--- src/rtl/icache_tl_line_responder.sv ---
// TileLink-UL manager for ICache line fills: queues A-channel Gets, reads one 64B line at a time, returns it as two 256-bit AccessAckData beats.
// Define ICACHE_TL_RESP_BEAT_GAP_EN to insert BEAT_GAP idle cycles after each D beat.
module icache_tl_line_responder #(
  parameter int REQ_DEPTH = 4,
  parameter int SOURCE_W  = 4,
  parameter int ADDR_W    = 48,
  parameter int BEAT_GAP  = 2
) (
  input  logic                clock,
  input  logic                reset,
  input  logic                auto_client_out_a_valid,
  output logic                auto_client_out_a_ready,
  input  logic [SOURCE_W-1:0] auto_client_out_a_bits_source,
  input  logic [ADDR_W-1:0]   auto_client_out_a_bits_address,
  output logic                auto_client_out_d_valid,
  output logic [2:0]          auto_client_out_d_bits_opcode,
  output logic [SOURCE_W-1:0] auto_client_out_d_bits_source,
  output logic [255:0]        auto_client_out_d_bits_data,
  output logic                auto_client_out_d_bits_corrupt,
  output logic                mem_req_valid,
  input  logic                mem_req_ready,
  output logic [ADDR_W-7:0]   mem_req_addr,
  input  logic                mem_resp_valid,
  input  logic [511:0]        mem_resp_data,
  input  logic                mem_resp_error,
  output logic                busy
);
  localparam int LineW = ADDR_W - 6;
  localparam int EntW  = SOURCE_W + LineW;
  localparam int PtrW  = $clog2(REQ_DEPTH);
  localparam int CntW  = PtrW + 1;

  typedef enum logic [2:0] {IDLE, MREQ, MWAIT, BEAT0, BEAT1, GAP} state_e;

  state_e              state_q, state_d;
  logic [EntW-1:0]     fifo_q [REQ_DEPTH];
  logic [PtrW-1:0]     wr_ptr_q, rd_ptr_q;
  logic [CntW-1:0]     count_q;
  logic                live_q;
  logic [511:0]        line_q;
  logic                err_q;
  logic [SOURCE_W-1:0] src_q;
  logic [2:0]          opcode_q;
  logic                hi_q;
  logic                push, pop;
  logic [SOURCE_W-1:0] head_src;
  logic [LineW-1:0]    head_line;
  logic                unused_ok;

  // live_q keeps a_ready low through the cycle following reset
  assign auto_client_out_a_ready = live_q && !reset && (count_q != CntW'(REQ_DEPTH));
  assign push = auto_client_out_a_valid && auto_client_out_a_ready;
  assign {head_src, head_line} = fifo_q[rd_ptr_q];

  assign mem_req_valid = (state_q == MREQ);
  assign mem_req_addr  = head_line;

  assign auto_client_out_d_valid        = (state_q == BEAT0) || (state_q == BEAT1);
  assign auto_client_out_d_bits_opcode  = opcode_q;
  assign auto_client_out_d_bits_source  = src_q;
  assign auto_client_out_d_bits_data    = hi_q ? line_q[511:256] : line_q[255:0];
  assign auto_client_out_d_bits_corrupt = err_q;
  assign busy = (count_q != '0) || (state_q != IDLE);

`ifdef ICACHE_TL_RESP_BEAT_GAP_EN
  logic [7:0] gap_q;
  logic       after_b1_q;
  logic       gap_done;
  assign gap_done  = (gap_q == 8'(BEAT_GAP - 1));
  assign unused_ok = ^auto_client_out_a_bits_address[5:0];

  always_ff @(posedge clock) begin
    if (reset) begin
      gap_q      <= '0;
      after_b1_q <= 1'b0;
    end else begin
      gap_q <= (state_q == GAP) ? gap_q + 8'd1 : 8'd0;
      if (state_q == BEAT0) after_b1_q <= 1'b0;
      if (state_q == BEAT1) after_b1_q <= 1'b1;
    end
  end
`else
  assign unused_ok = ^{auto_client_out_a_bits_address[5:0], 8'(BEAT_GAP)};
`endif

  always_comb begin
    state_d = state_q;
    pop     = 1'b0;
    case (state_q)
      IDLE:  if (count_q != '0) state_d = MREQ;
      MREQ:  if (mem_req_ready) state_d = MWAIT;
      MWAIT: if (mem_resp_valid) state_d = BEAT0;
`ifdef ICACHE_TL_RESP_BEAT_GAP_EN
      BEAT0: state_d = GAP;
      BEAT1: begin
        pop     = 1'b1;
        state_d = GAP;
      end
      GAP: begin
        if (gap_done) begin
          if (!after_b1_q)          state_d = BEAT1;
          else if (count_q != '0)   state_d = MREQ;
          else                      state_d = IDLE;
        end
      end
`else
      BEAT0: state_d = BEAT1;
      // The popped entry may be replaced by a same-cycle push
      BEAT1: begin
        pop     = 1'b1;
        state_d = (count_q > CntW'(1) || push) ? MREQ : IDLE;
      end
`endif
      default: state_d = IDLE;
    endcase
  end

  always_ff @(posedge clock) begin
    if (reset) begin
      state_q  <= IDLE;
      wr_ptr_q <= '0;
      rd_ptr_q <= '0;
      count_q  <= '0;
      live_q   <= 1'b0;
      line_q   <= '0;
      err_q    <= 1'b0;
      src_q    <= '0;
      opcode_q <= 3'd0;
      hi_q     <= 1'b0;
    end else begin
      live_q  <= 1'b1;
      state_q <= state_d;
      if (push) wr_ptr_q <= wr_ptr_q + PtrW'(1);
      if (pop)  rd_ptr_q <= rd_ptr_q + PtrW'(1);
      count_q <= count_q + CntW'(push) - CntW'(pop);
      if (state_q == MWAIT && mem_resp_valid) begin
        line_q   <= mem_resp_data;
        err_q    <= mem_resp_error;
        src_q    <= head_src;
        opcode_q <= 3'd1;
        hi_q     <= 1'b0;
      end
      if (state_d == BEAT1) hi_q <= 1'b1;
    end
  end

  always_ff @(posedge clock) begin
    if (push) fifo_q[wr_ptr_q] <= {auto_client_out_a_bits_source,
                                   auto_client_out_a_bits_address[ADDR_W-1:6]};
  end
endmodule

--- config.mk ---
export PLATFORM = sky130hd
export DESIGN_NAME = icache_tl_line_responder
export DESIGN_NICKNAME = d
export VERILOG_FILES = /design/src/rtl/icache_tl_line_responder.sv
export SDC_FILE = /design/constraint.sdc
export NUM_CORES = 1
export LEC_CHECK = 0
export CAP_MARGIN = 10
export CORE_AREA = 8 8 338 340
export CTS_BUF_LIST = sky130_fd_sc_hd__clkbuf_8
export DETAILED_ROUTE_END_ITERATION = 16
export DIE_AREA = 0 0 346 348
export PLACE_DENSITY_LB_ADDON = 0.12
export SLEW_MARGIN = 10
export SYNTH_ARGS = -nofsm -noshare
export SYNTH_HDL_FRONTEND = slang
export SYNTH_SLANG_ARGS = --single-unit
export TNS_END_PERCENT = 5
--- constraint.sdc ---
create_clock -name clock -period 3.2 [get_ports clock]
set_clock_uncertainty 0.2 [all_clocks]
set_input_delay 0.32 -clock clock [delete_from_list [all_inputs] [get_ports clock]]
set_output_delay 0.32 -clock clock [all_outputs]
set_load 0.005 [all_outputs]
# After elaboration in Yosys (flattened, before gate mapping)
# Memory sizes are Yosys's and may differ from the RTL's. A register that Yosys moved wholly into a read port is not among the register bits.
# Index checks and enable logic that the tools add are counted.
# W data, S select, Z words.
[classes] addsub=4 n_lt_le_gt_ge=1 eq_ne=6 muxes=14 n_reduce_logical=12
[ops] cell="$mux W256" n=1
[ops] cell="$pmux W3 S5" n=1
[ops] cell="$mux W3" n=3
[ops] cell="$mux W1" n=7
[ops] cell="$eq A3 B2 Y1 const B" n=2
[ops] cell="$eq A3 B3 Y1 const B" n=2
[ops] cell="$reduce_bool A3 Y1" n=2
[ops] cell="$add A2 B1 Y2 const B" n=2
[ops] cell="$logic_and A1 B1 Y1" n=4
[ops] cell="$mux W2" n=2
[ops] cell="$add A3 B1 Y3" n=1
[ops] cell="$eq A3 B1 Y1 const B" n=1
[ops] cell="$gt A3 B1 Y1 const B" n=1
[ops] cell="$logic_not A3 Y1" n=1
[ops] cell="$logic_or A1 B1 Y1" n=3
[ops] cell="$ne A3 B3 Y1 const B" n=1
[ops] cell="$sub A3 B1 Y3" n=1
[ops] cell="$reduce_bool A2 Y1" n=1
[ops] cell="$logic_not A1 Y1" n=1
[word_totals] register_bits=530 mem_bits_rw=184 input_bits=570 output_inout_bits=310 wordCells=48 memories=1
[mem_list] memory="fifo_q" words=4 word_bits=46 rd=1 rd_ports_with_merged_regs=1 wr=1 line_no="36" rtl="logic [EntW-1:0] fifo_q [REQ_DEPTH];"

# Depth between registers and ports, before layout
[depth] depth_word=9 mapped_depth=10 mapped_depth_nobuf=9

# Worst setup path after synthesis
# Ideal clock, no wire load.
[synth_path] path_kind="in2reg" start="input reset" end="memory fifo_q[0][0] (netlist bit), enable pin" setup_time_ns=0.408 arrival_time_ns=1.929 required_time_ns=2.592 path_slack_ns=0.663 cell_stages=3 n_path_buf=1 cell_sequence="clkbuf_1 > and3b_1 > and3_1"
[synth_via] elab_chain_len=6
[synth_rtl] element="start, declared" line_no="10" rtl="input logic reset,"
[synth_rtl] element="$logic_not A1 Y1" line_no="51" rtl="assign auto_client_out_a_ready = live_q && !reset && (count_q != CntW'(REQ_DEPTH));"
[synth_rtl] element="$logic_and A1 B1 Y1 (2 in series)" line_no="51"
[synth_rtl] element="$logic_and A1 B1 Y1" line_no="52" rtl="assign push = auto_client_out_a_valid && auto_client_out_a_ready;"
[synth_rtl] element="$mux W1" line_no="148" rtl="if (push) fifo_q[wr_ptr_q] <= {auto_client_out_a_bits_source,"
[synth_rtl] element="$mux W1 (implied by the code)" line_no="148"
[synth_rtl] element="end, declared" line_no="36"
# Every way passes these cells.

# Worst setup path after layout
[layout_path] start="register hi_q" end="output auto_client_out_d_bits_data[58]"
[layout_via] elab_chain_len=1
[layout_rtl] element="start, declared" line_no="44" rtl="logic hi_q;"
[layout_rtl] element="start signal, assigned" line_no="129" rtl="hi_q <= 1'b0;"
[layout_rtl] element="start signal, assigned" line_no="141" rtl="hi_q <= 1'b0;"
[layout_rtl] element="start signal, assigned" line_no="143" rtl="if (state_d == BEAT1) hi_q <= 1'b1;"
[layout_rtl] element="$mux W256" line_no="61" rtl="assign auto_client_out_d_bits_data = hi_q ? line_q[511:256] : line_q[255:0];"
[layout_rtl] element="end, declared" line_no="18" rtl="output logic [255:0] auto_client_out_d_bits_data,"
# Every way passes these cells.

==> out/metrics.cfg <==
[sta]
fin_hold_ws_ns = 0.172
max_freq_mhz = 328
slew_headroom_pct = 14.7
finalSetupTns_ns = 0
period_share_pct = 95.3
setup_violations = 0
min_period_ns = 3.05
rsz0062_at_grt = true
worstMarginPinSlew_ns = 1.28
report.final.hold_viol_count = 0
slew_viol_final = 0

[synthesis]
synth_area_leaders = dfxtp_1 (38%), edfxtp_1 (20%), nand2_1 (14%)
ys_ff_latch = 716
yosys.cell_types.count = 34
synth-edff-count = 184
synth.cell_area_um2 = 28100
yosysWarnings = 0
ys_seq_area_share_pct = 57.6
synth_largest_area_cell = dfxtp_1
synth.avg_cell_area_um2 = 9.82
synth_common_cells = nand2_1 (1037), dfxtp_1 (532), a21oi_1 (520)
yosysMostFrequentCell = nand2_1
yosys_most_used_dff = dfxtp_1
async_flop_share_pct = 0
netlist.area_leader.share_pct = 37.9
syn-instance-count = 2857

[power]
power.density_nw_per_um2 = 445
p_comb_share_pct = 11.8
pwr-share-seq_pct = 46.1
ir_worst_vdd_mv = 0.280
clkPwrFrac_pct = 42.2
p_sw_share_pct = 25.4
finalPower_mw = 20.8
p_leak_nw = 16.6
p_sw_mw = 5.29
internal_power_mw = 15.5

[grt]
grt_pass1_vias = 26762
grt_use_met3_pct = 6.31
grt_max_degree = 177
grt_pass1_wl_um = 169000
grt.busiest_layer = met2
use_met2_pct = 30.6
overflow = 0
met1_usage_pct = 21.0
grt_use_total_pct = 18.2
antenna_found_initial = 23

[worst_setup_path]
required_ns = 2.68
reg2reg_depth = 9
worstSetupStartpointType = register
arrival_ns = 2.53
cp_common_cell = buf_12
cp.depth = 5
path_delay_family = buffers and inverters
crit_path_cell_trace = buf_12 -> buf_12 -> buf_12 -> mux2_2 -> clkdlybuf4s50_1
critPathBufInv = 4
cp_max_fo = 14
worstSetupEndpointType = output port
critPathKind = register to output port
critPathMaxStageDelay_ns = 0.47
worst_path_max_delay_cell = clkdlybuf4s50_1

[clock_tree]
cts_buffers = 139
h-tree-depth = 4
root_buffer = clkbuf_8
cts_sinks = 716
cts_buffer_depth = 3
path_clk_slew_ns = 0.05
cts_tree = done
clkLatencyLatePin_ns = 0.77

[floorplanning]
coreArea_um2 = 109000
fp.dieH_um = 348
io_pins = 880
die-area_um2 = 120000
rows = 122
initial_core_util_pct = 25.7
die-width_um = 346

[placement]
hpwl_um = 79800
place.port_buffers = 871
gp_congestion = 0.839
placed_cell_area_um2 = 38400

[run]
maxCapViolCount = 0

[run_status]
status = finished, final reports clean

[detailed_routing]
vias = 25406
wl_um = 115000
post_drt_wl_per_cell_um = 19.7
viasPerCell = 4.37
drt_iter0_markers = 1217
drc = 0
final_antenna_net_count = 0
drtPass1Iterations = 4

[hold_path]
hold_class = input pin to register
holdPathStages = 4

[cells_and_area]
final_area_um2 = 46700
syn_to_final_growth_pct = 66.4
drive_gt1_share_pct = 12.5
n_fill_cell = 10839
finish.net_count = 4851

==> timing repair <==
item / 4_1_cts / 5_1_grt
hold buffers: 561 / 0
resized for setup: 10 / 11
endpoints found under the setup margin: 259 / 8
endpoints found under the hold margin: 715 / 0
setup buffers: 4 / 0
==> state kept, by name, summed over array words and instances (netlist names), named ones only <==
name	count
rd_ptr_q	2
auto_client_out_d_bits_corrupt	1
line_q	512
count_q	3
auto_client_out_d_bits_source	4
state_q	3
fifo_q	184
hi_q	1
wr_ptr_q	2
live_q	1
auto_client_out_d_bits_opcode	1
==> per-layer routing <==
metal	part of all wire, %	wire length (um)	up-vias
li1	-	-	12513
met1	41	46600	11907
met2	48	55300	782
met3	7.5	8570	198
met5	0.030	34	-
met4	3.8	4340	6
==> cell type report <==
type	count	area (um2)	area share, %
multi-input cells	1915	10800	23.2
clock inverters	93	534	1.14
well taps	1426	1780	3.82
repair buffers	1492	15200	32.5
diodes	17	42.5	0.0911
flip-flops and latches	716	16200	34.6
clock buffers	152	2090	4.48
inverters	9	33.8	0.0723
==> power by group through the flow <==
stage	combinational (mW)	clock, mW	sequential (mW)
CTS	2.48	9.17	9.58
global route	2.62	9.56	9.60
finish	2.45	8.77	9.58
detailed placement	1.82	0	9.77
floorplan	0.638	0	9.74
global placement	1.82	0	9.77
==> cell families after synthesis <==
| kind of cell | after synthesis | synth area share (%) |
|---|---|---|
| compound gates | 526 | 9.42 |
| xor+xnor | 3 | 0.0936 |
| fa+ha+maj | 8 | 0.383 |
| buf+inv | 227 | 3.83 |
| flops | 716 | 57.6 |
| mux | 302 | 14.0 |
| other cells | 1 | 0.0134 |
| simple gates | 1074 | 14.7 |
==> layout by cell type (no fill, tap or decap), types with 6 or more instances in the layout <==
cell,n
dfxtp_1,529
edfxtp_1,184
buf_12,29
nand2_1,1037
dlygate4sd3_1,561
clkbuf_8,152
mux4_2,46
ha_1,7
nor2_1,12
clkinv_1,9
diode_2,17
clkdlybuf4s50_1,853
dlymetal6s2s_1,9
mux2_2,256
dlygate4sd2_1,8
inv_1,69
a21oi_1,520
clkinv_2,6
buf_4,27
==> tightest hold or removal path, stage by stage <==
cell	delay [ns]
clkdlybuf4s50_1	0.50
nand3b_1	0.12
nand2_1	0.05
a21oi_1	0.12
==> stage by stage <==
step | instances | setup slack, ns | util [%]
after floorplan | 2858 | 0.663 | -
after global placement | 4993 | 0.629 | 35.1
after detailed placement | 4993 | 0.656 | 35.1
after CTS | 5803 | -0.0345 | 42.7
after global routing | 5818 | -0.0163 | 42.7
final | 5820 | 0.149 | 42.7
==> worst paths after layout <==
path	start	to	slack [ns]
worst max register to register	state_q[1]$_SDFF_PP0_	count_q[2]$_SDFF_PP0_	0.91
worst max-delay path	hi_q$_SDFFE_PP0P_	auto_client_out_d_bits_data[58]	0.15
worst min register to register	line_q[169]$_SDFFE_PP0P_	line_q[169]$_SDFFE_PP0P_	0.25
worst min-delay path	mem_resp_valid	hi_q$_SDFFE_PP0P_	0.17
Power figures use the tool's default switching activity.
